--- src/rtl/bcd_serial_alu_pkg.sv ---
// Shared types and constants for the digit-serial BCD add/subtract unit.
package bcd_serial_alu_pkg;

  typedef enum logic [2:0] {
    ST_IDLE,
    ST_CHECK,
    ST_ADD,
    ST_FIX,
    ST_DONE
  } state_t;

  localparam logic OP_ADD = 1'b0;
  localparam logic OP_SUB = 1'b1;

  localparam logic [3:0] BCD_MAX  = 4'd9;
  localparam logic [3:0] BCD_FIX6 = 4'd6;

  // 9's complement of a single decimal digit.
  function automatic logic [3:0] nines_comp(input logic [3:0] d);
    return BCD_MAX - d;
  endfunction

endpackage

--- src/rtl/bcd_serial_alu_digit_adder.sv ---
// Single-digit BCD adder: a + b + cin with decimal correction.
module bcd_digit_adder
  import bcd_serial_alu_pkg::*;
(
  input  logic [3:0] a,
  input  logic [3:0] b,
  input  logic       cin,
  output logic [3:0] sum,
  output logic       cout
);

  logic [4:0] bin_sum;

  // Binary sum, then +6 whenever it leaves the decimal range (10..19).
  always_comb begin
    bin_sum = {1'b0, a} + {1'b0, b} + {4'd0, cin};
    if (bin_sum > {1'b0, BCD_MAX}) begin
      sum  = bin_sum[3:0] + BCD_FIX6;
      cout = 1'b1;
    end else begin
      sum  = bin_sum[3:0];
      cout = 1'b0;
    end
  end

endmodule

--- src/rtl/bcd_serial_alu.sv ---
// Digit-serial BCD add/subtract with sign-magnitude subtraction result.
//
// state    | meaning
// ---------+---------------------------------------------------------
// ST_IDLE  | waiting for START; operands latched on acceptance
// ST_CHECK | validate latched nibbles, seed carry (1 for subtract)
// ST_ADD   | one digit per cycle, LSD first: a + b' + carry
// ST_FIX   | A < B: recomplement the sum (0 - sum) to get B - A
// ST_DONE  | one-cycle DONE pulse, outputs already updated
module bcd_serial_alu
  import bcd_serial_alu_pkg::*;
#(
  parameter int DIGITS = 4
) (
  input  logic                  CLOCK_50,
  input  logic                  RESET_N,
  input  logic                  START,
  input  logic                  OP,
  input  logic [4*DIGITS-1:0]   A,
  input  logic [4*DIGITS-1:0]   B,
  output logic                  BUSY,
  output logic                  DONE,
  output logic [4*DIGITS-1:0]   RESULT,
  output logic                  NEG,
  output logic                  OVF,
  output logic                  BCD_ERR
);

  localparam int W  = 4 * DIGITS;
  localparam int IW = (DIGITS > 1) ? $clog2(DIGITS) : 1;

  state_t          state;
  logic [W-1:0]    a_reg;
  logic [W-1:0]    b_reg;
  logic [W-1:0]    sum_reg;
  logic            op_reg;
  logic            carry;
  logic [IW-1:0]   idx;

  logic [3:0]      dig_a;
  logic [3:0]      dig_b;
  logic [3:0]      dig_sum;
  logic            dig_cout;
  logic [W-1:0]    sum_next;
  logic            bad_nibble;
  logic            last_digit;

  bcd_digit_adder u_digit_adder (
    .a    (dig_a),
    .b    (dig_b),
    .cin  (carry),
    .sum  (dig_sum),
    .cout (dig_cout)
  );

  // Adder operand select: FIX computes 0 + 9's complement of the stored sum.
  always_comb begin
    dig_a = a_reg[3:0];
    dig_b = b_reg[3:0];
    if (state == ST_FIX) begin
      dig_a = 4'd0;
      dig_b = nines_comp(sum_reg[3:0]);
    end else if (op_reg == OP_SUB) begin
      dig_b = nines_comp(b_reg[3:0]);
    end
  end

  // Sum digits enter at the top so the LSD ends up in [3:0] after DIGITS shifts.
  if (DIGITS == 1) begin : g_one
    assign sum_next = dig_sum;
  end else begin : g_many
    assign sum_next = {dig_sum, sum_reg[W-1:4]};
  end

  assign last_digit = (idx == IW'(DIGITS - 1));

  // Operand validity over the latched copies.
  always_comb begin
    bad_nibble = 1'b0;
    for (int i = 0; i < DIGITS; i++) begin
      if (a_reg[4*i +: 4] > BCD_MAX || b_reg[4*i +: 4] > BCD_MAX) bad_nibble = 1'b1;
    end
  end

  // Sequencer, datapath registers and registered outputs.
  always_ff @(posedge CLOCK_50 or negedge RESET_N) begin
    if (!RESET_N) begin
      state   <= ST_IDLE;
      a_reg   <= '0;
      b_reg   <= '0;
      sum_reg <= '0;
      op_reg  <= OP_ADD;
      carry   <= 1'b0;
      idx     <= '0;
      BUSY    <= 1'b0;
      DONE    <= 1'b0;
      RESULT  <= '0;
      NEG     <= 1'b0;
      OVF     <= 1'b0;
      BCD_ERR <= 1'b0;
    end else begin
      DONE <= 1'b0;
      case (state)
        ST_IDLE: begin
          if (START) begin
            a_reg  <= A;
            b_reg  <= B;
            op_reg <= OP;
            BUSY   <= 1'b1;
            state  <= ST_CHECK;
          end
        end
        ST_CHECK: begin
          idx   <= '0;
          carry <= (op_reg == OP_SUB);
          if (bad_nibble) begin
            RESULT  <= '0;
            NEG     <= 1'b0;
            OVF     <= 1'b0;
            BCD_ERR <= 1'b1;
            BUSY    <= 1'b0;
            DONE    <= 1'b1;
            state   <= ST_DONE;
          end else begin
            state <= ST_ADD;
          end
        end
        ST_ADD: begin
          a_reg   <= a_reg >> 4;
          b_reg   <= b_reg >> 4;
          sum_reg <= sum_next;
          carry   <= dig_cout;
          if (last_digit) begin
            idx <= '0;
            if (op_reg == OP_SUB && !dig_cout) begin
              // No end-around carry: A < B, the sum is the 10's complement of B-A.
              carry <= 1'b1;
              state <= ST_FIX;
            end else begin
              RESULT  <= sum_next;
              NEG     <= 1'b0;
              OVF     <= (op_reg == OP_ADD) ? dig_cout : 1'b0;
              BCD_ERR <= 1'b0;
              BUSY    <= 1'b0;
              DONE    <= 1'b1;
              state   <= ST_DONE;
            end
          end else begin
            idx <= idx + IW'(1);
          end
        end
        ST_FIX: begin
          sum_reg <= sum_next;
          carry   <= dig_cout;
          if (last_digit) begin
            idx     <= '0;
            RESULT  <= sum_next;
            NEG     <= 1'b1;
            OVF     <= 1'b0;
            BCD_ERR <= 1'b0;
            BUSY    <= 1'b0;
            DONE    <= 1'b1;
            state   <= ST_DONE;
          end else begin
            idx <= idx + IW'(1);
          end
        end
        ST_DONE: state <= ST_IDLE;
        default: state <= ST_IDLE;
      endcase
    end
  end

endmodule

--- config.mk ---
export PLATFORM = sky130hd
export DESIGN_NAME = bcd_serial_alu
export DESIGN_NICKNAME = d
export VERILOG_FILES = /design/src/rtl/bcd_serial_alu_pkg.sv /design/src/rtl/bcd_serial_alu_digit_adder.sv /design/src/rtl/bcd_serial_alu.sv
export SDC_FILE = /design/constraint.sdc
export NUM_CORES = 1
export LEC_CHECK = 0
export ABC_AREA = 1
export BUFFER_PORTS_ARGS = -buffer_cell sky130_fd_sc_hd__buf_2
export CAP_MARGIN = 20
export CORE_UTILIZATION = 30
export CTS_CLUSTER_SIZE = 10
export DETAILED_ROUTE_END_ITERATION = 8
export GPL_ROUTABILITY_DRIVEN = 0
export PLACE_DENSITY = 0.57
export SYNTH_ARGS = -nofsm -noshare
export SYNTH_HDL_FRONTEND = slang
export SYNTH_HIERARCHICAL = 1
export SYNTH_SLANG_ARGS = --single-unit
--- constraint.sdc ---
create_clock -name CLOCK_50 -period 4 [get_ports CLOCK_50]
set_input_delay 0.8 -clock CLOCK_50 [delete_from_list [all_inputs] [get_ports CLOCK_50]]
set_output_delay 0.8 -clock CLOCK_50 [all_outputs]
set_load 0.05 [all_outputs]
==> results of run 1 <==
-- where the power goes --
group / switching, mW / internal (mW) / total (mW)
clock: 0.283 / 0.470 / 0.753
combinational: 1.53 / 0.748 / 2.28
sequential: 0.158 / 1.09 / 1.24
total: 1.98 / 2.30 / 4.28
-- layout by cell type (no fill, tap or decap) --
cell	instances
clkinv_2	1
dfrtp_1	76
a22o_1	9
ha_1	7
buf_2	55
xor2_1	2
inv_2	1
o22ai_1	1
a21oi_1	17
a21oi_2	1
nor2_1	42
o21bai_1	10
nor2_2	2
nor2_8	1
a31oi_1	1
a22oi_1	1
nand3_1	31
o21ai_0	47
fa_1	2
nand2_2	9
clkbuf_1	3
o21ai_1	1
a21oi_4	1
clkbuf_8	3
inv_1	58
nor3_2	1
buf_4	4
nand2_4	2
nand2_1	124
nor2_4	2
clkbuf_16	9
-- layer usage --
metal,wire [um],part of all wire,GRT usage
met3,378,0.046,0.0448
met1,3910,0.47,0.175
met5,0,0,0
met2,3910,0.47,0.234
met4,113,0.014,0.0494
-- final timing paths --
path | start | to | slack [ns] | cells after the start
max | state[2] | RESULT[0] | 0.49 | 19
min | RESULT[3] | RESULT[3] | 0.46 | 2
max reg2reg | state[2] | RESULT[0] | 0.49 | 19
min reg2reg | RESULT[3] | RESULT[3] | 0.46 | 2
max in group asynchronous | RESET_N | a_reg[2] | 2.77 | 1
min in group asynchronous | RESET_N | DONE | 0.61 | 1
-- cell type report --
type / instances / area, um^2
Sequential cell: 76 / 1900
Clock buffer: 15 / 278
Fill cell: 1344 / 7700
Clock inverter: 1 / 5.00
Multi-Input combinational cell: 314 / 1590
Tap cell: 168 / 210
Inverter: 59 / 221
Timing Repair Buffer: 59 / 305
-- worst max-delay path, stage by stage (launching register included) --
cell     delay (ns)
dfrtp_1        0.40
inv_1          0.08
nand3_1        0.15
inv_1          0.19
nor2_1         0.09
fa_1           0.48
fa_1           0.41
nand2_1        0.11
nand2_2        0.09
ha_1           0.26
a21oi_4        0.15
nand2_4        0.08
nand2_4        0.08
nor2_1         0.06
nand2_1        0.10
nand2_2        0.11
nor2_8         0.10
nand2_2        0.23
nand2_1        0.15
nand2_1        0.06
-- cells by family (layout without fill, tap and decap cells) --
logic type                 Yosys count  after routing  share of synthesized area
and+or+nand+nor                    214            214                      0.242
buffers and inverters               78            134                     0.0837
adders and majority gates            9              9                     0.0335
DFF                                 76             76                      0.499
AOI/OAI and AO/OA                   89             89                      0.138
xor gates and xnor gates             2              2                    0.00460
-- metrics by stage --
step | setup WS [ns] | hold WS [ns] | power, mW
finish | 0.492 | 0.461 | 4.28
global route | 0.110 | 0.490 | 4.71
CTS | 0.453 | 0.467 | 4.33
detailed placement | 0.464 | 0.454 | 3.55
global placement | 0.525 | 0.449 | 3.51
floorplan | 0.674 | 0.444 | 3.09
==> results.yml, run 1 <==
outcome:
  outcome: "complete, no violations"
layout:
  areaGrowthSynthToFinish_pct: 18.4
  fin_nets: 564
  final_core_util: 0.370
  fin_area_mm2: 0.00451
  fin_cells: 692
  n_antenna_cell: 0
  drive_gt1_frac: 0.176
drt:
  first_pass_iters: 4
  num_vias: 3068
  viasPerCell: 4.43
  wire_per_inst_um: 12.0
  drtAntennaViolNets: 0
  drt_iter0_markers: 95
  drc: 0
  postRouteWirelength_um: 8310
clocking:
  cts_root_buf: "clkbuf_16"
  hold_buffers: 0
  clock_sinks: 76
  clkTransAtPathRegs_ns: 0.05
  clockBufferDepth: 2
  cts_tree: "built"
  clock_latency_ns: 0.33
  htreeDepth: 3
  cts_made_buffers: 9
  cts_resized: 0
  post-cts-setup-buffers: 0
global_routing:
  antenna_found_initial: 0
  grt_pass1_vias: 3072
  grt_util_all_layers: 0.142
  overflow: 0
  grt_pass1_wl_um: 14500
  grt_max_degree: 77
synth:
  synth_cell_types: 28
  synth.top_cells.by_count: "124 x nand2_1, 76 x dfrtp_1, 58 x inv_1"
  ys_ff_latch: 76
  async_flop_share: 1.00
  yosysMostFrequentCell: "nand2_1"
  ys_top_cells_by_area: "dfrtp_1 50%, nand2_1 12%, o21ai_0 6.2%, inv_1 5.7%, nor2_1 4.1%"
  synth-edff-count: 0
  synth_nets: 513
  yosysWarnings: 6
  syn_avg_cell_area_um2: 8.15
  ys.flop_type: "dfrtp_1"
  ys_seq_area_frac: 0.499
  yosysTopAreaCell: "dfrtp_1"
  syn_area_mm2: 0.00381
  synth_top_area_share: 0.499
  netlist_instances: 468
timing:
  setup_viol_count_final: 0
  clock_skew_ns: 0.00292
  rsz0062_at_grt: "no"
  fin_setup_tns_ns: 0
  min_period_ns: 3.51
  hold_violations: 0
  finalCritPeriodShare: 0.877
  maxClockFrequency_ghz: 0.285
  slew_violations: 0
  slew_headroom: 0.365
  worstMarginPinSlew_ns: 0.952
die:
  die_area_mm2: 0.0132
  initial_core_util: 0.312
  core_mm2: 0.0122
  rows: 40
  ioPinCount: 57
  die_h_um: 115
  die_w_um: 115
placed_design:
  place_inst: 676
  place_hpwl_um: 5870
  io_buffers: 56
  dpl-instance-area_mm2: 0.00423
power:
  power.leakage_nw: 2.44
  ir_drop_mv: 0.394
  power_density_mw_per_mm2: 948
critical_path:
  critPathRequiredTime_ns: 4.21
  path_max_fanout: 21
  critical_path_class: "flop to flop"
  crit_path_start_kind: "flop"
  critical_path_arrival_ns: 3.72
  crit_path_end_kind: "flop"
hold_path:
  holdCritPathClass: "flop to flop"
job:
  cap_violations: 0
Note: power is estimated with default switching activity, not from simulation.
==> run 2, diff against run 1 <==
- CORE_ASPECT_RATIO: unset -> 0.5
==> run 2 against run 1 <==
Sequential power hardly changed. Critical path depth unchanged. Die area increased by 0.21%. Sequential cell count stayed put. Global-route usage decreased by 0.17 points. First-iteration DRC count increased by 23%. Largest cell class unchanged. Highest routed layer unchanged.
==> results.yml, run 2 (same netlist as run 1, synthesis figures left out) <==
clocking:
  clockBufferDepth: 2
  cts_tree: "built"
  cts_made_buffers: 9
  clock_sinks: 76
  hold_buffers: 0
  cts_resized: 0
  htreeDepth: 3
  cts_root_buf: "clkbuf_16"
  clkTransAtPathRegs_ns: 0.06
  post-cts-setup-buffers: 0
  clock_latency_ns: 0.34
global_routing:
  grt_pass1_vias: 2969
  grt_pass1_wl_um: 14400
  overflow: 0
  antenna_found_initial: 1
  grt_util_all_layers: 0.140
  grt_max_degree: 77
layout:
  layout.cells.most_common_list: "124 x nand2_1, 76 x dfrtp_1, 58 x inv_1"
  fin_cells: 690
  nFillCells: 1295
  drive_gt1_frac: 0.177
  final_common_cell: "nand2_1"
  fin_nets: 564
  final_core_util: 0.377
  areaGrowthSynthToFinish_pct: 19.6
drt:
  first_pass_iters: 4
  drtAntennaViolNets: 0
  drt_iter0_markers: 117
  wire_per_inst_um: 12.1
  viasPerCell: 4.37
  num_vias: 3014
  drc: 0
  postRouteWirelength_um: 8380
critical_path:
  critical_path_arrival_ns: 3.79
  crit_path_end_kind: "flop"
  slowest_stage: "fa_1"
  cpMostUsedCell: "nand2_1"
  max_stage_delay_ns: 0.48
  crit_path_start_kind: "flop"
  critical_path_class: "flop to flop"
  path_max_fanout: 21
  critPathRequiredTime_ns: 4.22
  crit_chain: "inv_1 > nand3_1 > inv_1 > nor2_1 > fa_1 > fa_1 > nand2_1 > nand2_2 > ha_1 > a21oi_4 > nand2_4 > nand2_4 > nor2_1 > nand2_1 > nand2_2 > nor2_8 > nand2_2 > nand2_1 > nand2_1"
timing:
  min_period_ns: 3.57
  worstMarginPinSlew_ns: 0.966
  maxClockFrequency_ghz: 0.280
  rsz0062_at_grt: "no"
  fin_setup_tns_ns: 0
  clock_skew_ns: 0.0100
  finalCritPeriodShare: 0.892
  slew_headroom: 0.356
  setup_viol_count_final: 0
  hold_violations: 0
  slew_violations: 0
  finalWorstSetupSlack_ns: 0.432
placed_design:
  io_buffers: 56
  place_inst: 673
  place_hpwl_um: 5880
  pre_cts_slack_ns: 0.440
job:
  cap_violations: 0
power:
  seq_power_share: 0.282
  power_density_mw_per_mm2: 969
  power_mw: 4.42
  ir_drop_mv: 0.317
  p_int_mw: 2.41
  clockPowerShare: 0.201
  p_sw_mw: 2.00
  power_frac_comb: 0.517
  power.leakage_nw: 2.46
  switching_share: 0.453
die:
  die_area_mm2: 0.0132
  rows: 28
  die_w_um: 161
  die_h_um: 81.7
  core_mm2: 0.0121
  ioPinCount: 57
  initial_core_util: 0.315
outcome:
  outcome: "complete, no violations"
hold_path:
  holdCritPathClass: "flop to flop"
==> run 2: critical path: cells and delay by family (launching register included) <==
family | cells | cell delay, ns
DFF | 1 | 0.41
AOI/OAI and AO/OA | 1 | 0.15
adders and majority gates | 3 | 1.14
buffers and inverters | 2 | 0.29
and+or+nand+nor | 13 | 1.47
==> run 2: worst paths after layout <==
check / startpoint / endpoint / slack (ns) / cells after the start
max in group asynchronous: RESET_N / a_reg[5] / 2.75 / 1
max reg2reg: state[2] / OVF / 0.43 / 19
min in group asynchronous: RESET_N / sum_reg[7] / 0.60 / 1
min reg2reg: RESULT[15] / RESULT[15] / 0.46 / 2
min: RESULT[15] / RESULT[15] / 0.46 / 2
max: state[2] / OVF / 0.43 / 19
==> run 2: area by class of cell <==
cell class | count | area (um^2) | area share
diodes | 1 | 2.50 | 0.000549
clock inverters | 3 | 68.8 | 0.0151
flip-flops and latches | 76 | 1900 | 0.417
clock buffers | 13 | 260 | 0.0571
inverters | 59 | 221 | 0.0486
multi-input cells | 314 | 1590 | 0.349
repair buffers | 59 | 305 | 0.0670
well taps | 165 | 206 | 0.0453
==> run 2: through the flow <==
stage	instance area [um^2]	hold slack, ns
after global routing	4560	0.488
final	4560	0.463
after global placement	4230	0.454
after detailed placement	4230	0.454
after floorplan	3810	0.444
after CTS	4560	0.468
==> run 2: power groups by stage <==
stage          sequential (mW)  combinational (mW)  clock (mW)
3_3_place_gp              1.26                2.28           0
2_1_floorplan             1.42                1.67           0
4_1_cts                   1.25                2.31       0.910
6_report                  1.25                2.28       0.888
3_5_place_dp              1.26                2.30           0
5_1_grt                   1.29                2.61       0.948
==> run 2: routing by layer <==
metal / share of wire / vias up / GRT usage
met5: 0 / - / 0
met4: 0.0061 / 0 / 0.0453
met3: 0.056 / 4 / 0.0460
met2: 0.41 / 63 / 0.206
met1: 0.53 / 1349 / 0.194
li1: - / 1598 / -
==> run 3, diff against run 2 <==
- CAP_MARGIN: 20 -> unset
- CORE_UTILIZATION: 30 -> 45
- PLACE_DENSITY: 0.57 -> 0.75
==> run 3 against run 2 <==
Sequential cell count stayed put. Power is 2.5% lower. Largest cell class unchanged. Largest power group unchanged. Die area is 33% lower. Critical path depth stayed put. Via count is 2.1% higher. Clock skew is 0.0057 ns lower. Clock-buffer cell count is 1 lower. Fmax hardly changed. Worst hold slack better by 0.00060 ns.
==> results.yml, run 3 (same netlist as run 1, synthesis figures left out) <==
outcome:
  outcome: "complete, no violations"
layout:
  fin_cells: 633
  fin_nets: 563
  drive_gt1_frac: 0.177
  nFillCells: 782
  areaGrowthSynthToFinish_pct: 16.7
  layout.cells.most_common_list: "124 x nand2_1, 76 x dfrtp_1, 58 x inv_1"
  n_antenna_cell: 0
  final_common_cell: "nand2_1"
drt:
  drc: 0
  dr_wl_met2_um: 3460
  num_vias: 3076
  routed.top_layer: "met4"
  viasPerCell: 4.86
  postRouteWirelength_um: 7760
  drt_iter0_markers: 182
  wl_met3_um: 442
  first_pass_iters: 4
  drtAntennaViolNets: 0
  wire_per_inst_um: 12.3
  wl_met1_um: 3830
critical_path:
  crit_chain: "inv_1 > nand3_2 > inv_1 > nor2_1 > fa_1 > fa_1 > nand2_1 > nand2_2 > ha_1 > a21oi_4 > nand2_4 > nand2_4 > nor2_1 > nand2_1 > nand2_2 > nor2_8 > nand2_2 > nand2_1 > nand2_1"
  path_max_fanout: 21
  critPathRequiredTime_ns: 4.22
  cpMostUsedCell: "nand2_1"
  worst_path_dominant_cell_family: "simple AND/OR/NAND/NOR gates"
  r2r_cells: 19
  r2r_start: "state[2]"
  slowest_stage: "fa_1"
  critical_path_arrival_ns: 3.78
  path_buf_inv: 2
  crit_path_start_kind: "flop"
  max_stage_delay_ns: 0.48
  crit_path_end_kind: "flop"
  critical_path_class: "flop to flop"
  worstReg2RegEnd: "RESULT[13]"
  r2r_setup_slack_ns: 0.43
power:
  ir_drop_mv: 0.356
  power.leakage_nw: 2.44
  power_density_mw_per_mm2: 968
global_routing:
  grt_util_all_layers: 0.193
  grt_pass1_vias: 2791
  grt_max_degree: 77
  overflow: 0
  grt_pass1_wl_um: 13000
  antenna_found_initial: 0
timing:
  rsz0062_at_grt: "no"
  finalCritPeriodShare: 0.892
  worstMarginPinSlew_ns: 0.916
  setup_viol_count_final: 0
  hold_violations: 0
  maxClockFrequency_ghz: 0.280
  clock_skew_ns: 0.00431
  slew_violations: 0
  fin_setup_tns_ns: 0
  slew_headroom: 0.389
  min_period_ns: 3.57
placed_design:
  io_buffers: 56
  place_inst: 619
  place_hpwl_um: 5370
clocking:
  cts_tree: "built"
  clockBufferDepth: 2
  clock_latency_ns: 0.33
  cts_root_buf: "clkbuf_16"
  htreeDepth: 3
  clkTransAtPathRegs_ns: 0.05
  hold_buffers: 0
  post-cts-setup-buffers: 0
  cts_made_buffers: 9
  cts_resized: 0
  clock_sinks: 76
hold_path:
  holdPathEnd: "RESULT[4]"
  hold_depth: 2
  hold_path_startpoint: "RESULT[4]"
  holdCritPathClass: "flop to flop"
die:
  die_w_um: 132
  initial_core_util: 0.470
  die_area_mm2: 0.00887
  rows: 23
  die_h_um: 67.1
  core_mm2: 0.00812
  ioPinCount: 57
job:
  cap_violations: 0
## run 3: worst max-delay path by stage
stage / to / slack, ns / cells past startpoint / start
3_3_place_gp: NEG / 0.47 / 19 / state[2]
4_1_cts: RESULT[13] / 0.30 / 19 / state[2]
2_1_floorplan: RESULT[10] / 0.67 / 21 / state[2]
5_1_grt: OVF / 0.1 / 19 / state[2]
3_5_place_dp: RESULT[13] / 0.32 / 19 / state[2]
6_report: RESULT[13] / 0.43 / 19 / state[2]
## run 3: layout make-up
class	count	area, um^2	share of cell area
Clock buffer	12	256	0.0576
Clock inverter	2	35.0	0.00787
Inverter	59	221	0.0498
Multi-Input combinational cell	314	1600	0.359
Sequential cell	76	1900	0.427
Tap cell	112	140	0.0315
Timing Repair Buffer	58	298	0.0669
## run 3: worst register-to-register path, stage by stage, from the launching register on
cell and delay (ns):
dfrtp_1 0.41, inv_1 0.10, nand3_2 0.18, inv_1 0.19
nor2_1 0.09, fa_1 0.49, fa_1 0.40, nand2_1 0.11
nand2_2 0.09, ha_1 0.26, a21oi_4 0.15, nand2_4 0.08
nand2_4 0.08, nor2_1 0.06, nand2_1 0.10, nand2_2 0.11
nor2_8 0.10, nand2_2 0.23, nand2_1 0.17, nand2_1 0.06
## run 3: metal layers
layer	up-vias	GRT usage
li1	1589	-
met1	1408	0.259
met2	77	0.300
met3	2	0.0594
met4	0	0.0575
met5	-	0
## run 3: report_power, final
part           switching (mW)  total [mW]  internal (mW)
Sequential              0.165        1.25           1.09
Clock                   0.283       0.792          0.509
Combinational            1.52        2.27          0.745
## run 3: stage by stage
stage,cell area [um^2],hold WS (ns),util,total power [mW],worst slack (ns)
6_report,4450,0.464,0.548,4.31,0.432
5_1_grt,4450,0.492,0.548,4.71,0.0970
4_1_cts,4440,0.467,0.548,4.33,0.302
3_5_place_dp,4150,0.453,0.512,3.52,0.325
3_3_place_gp,4150,0.452,0.512,3.46,0.468
2_1_floorplan,3810,0.444,-,3.09,0.674
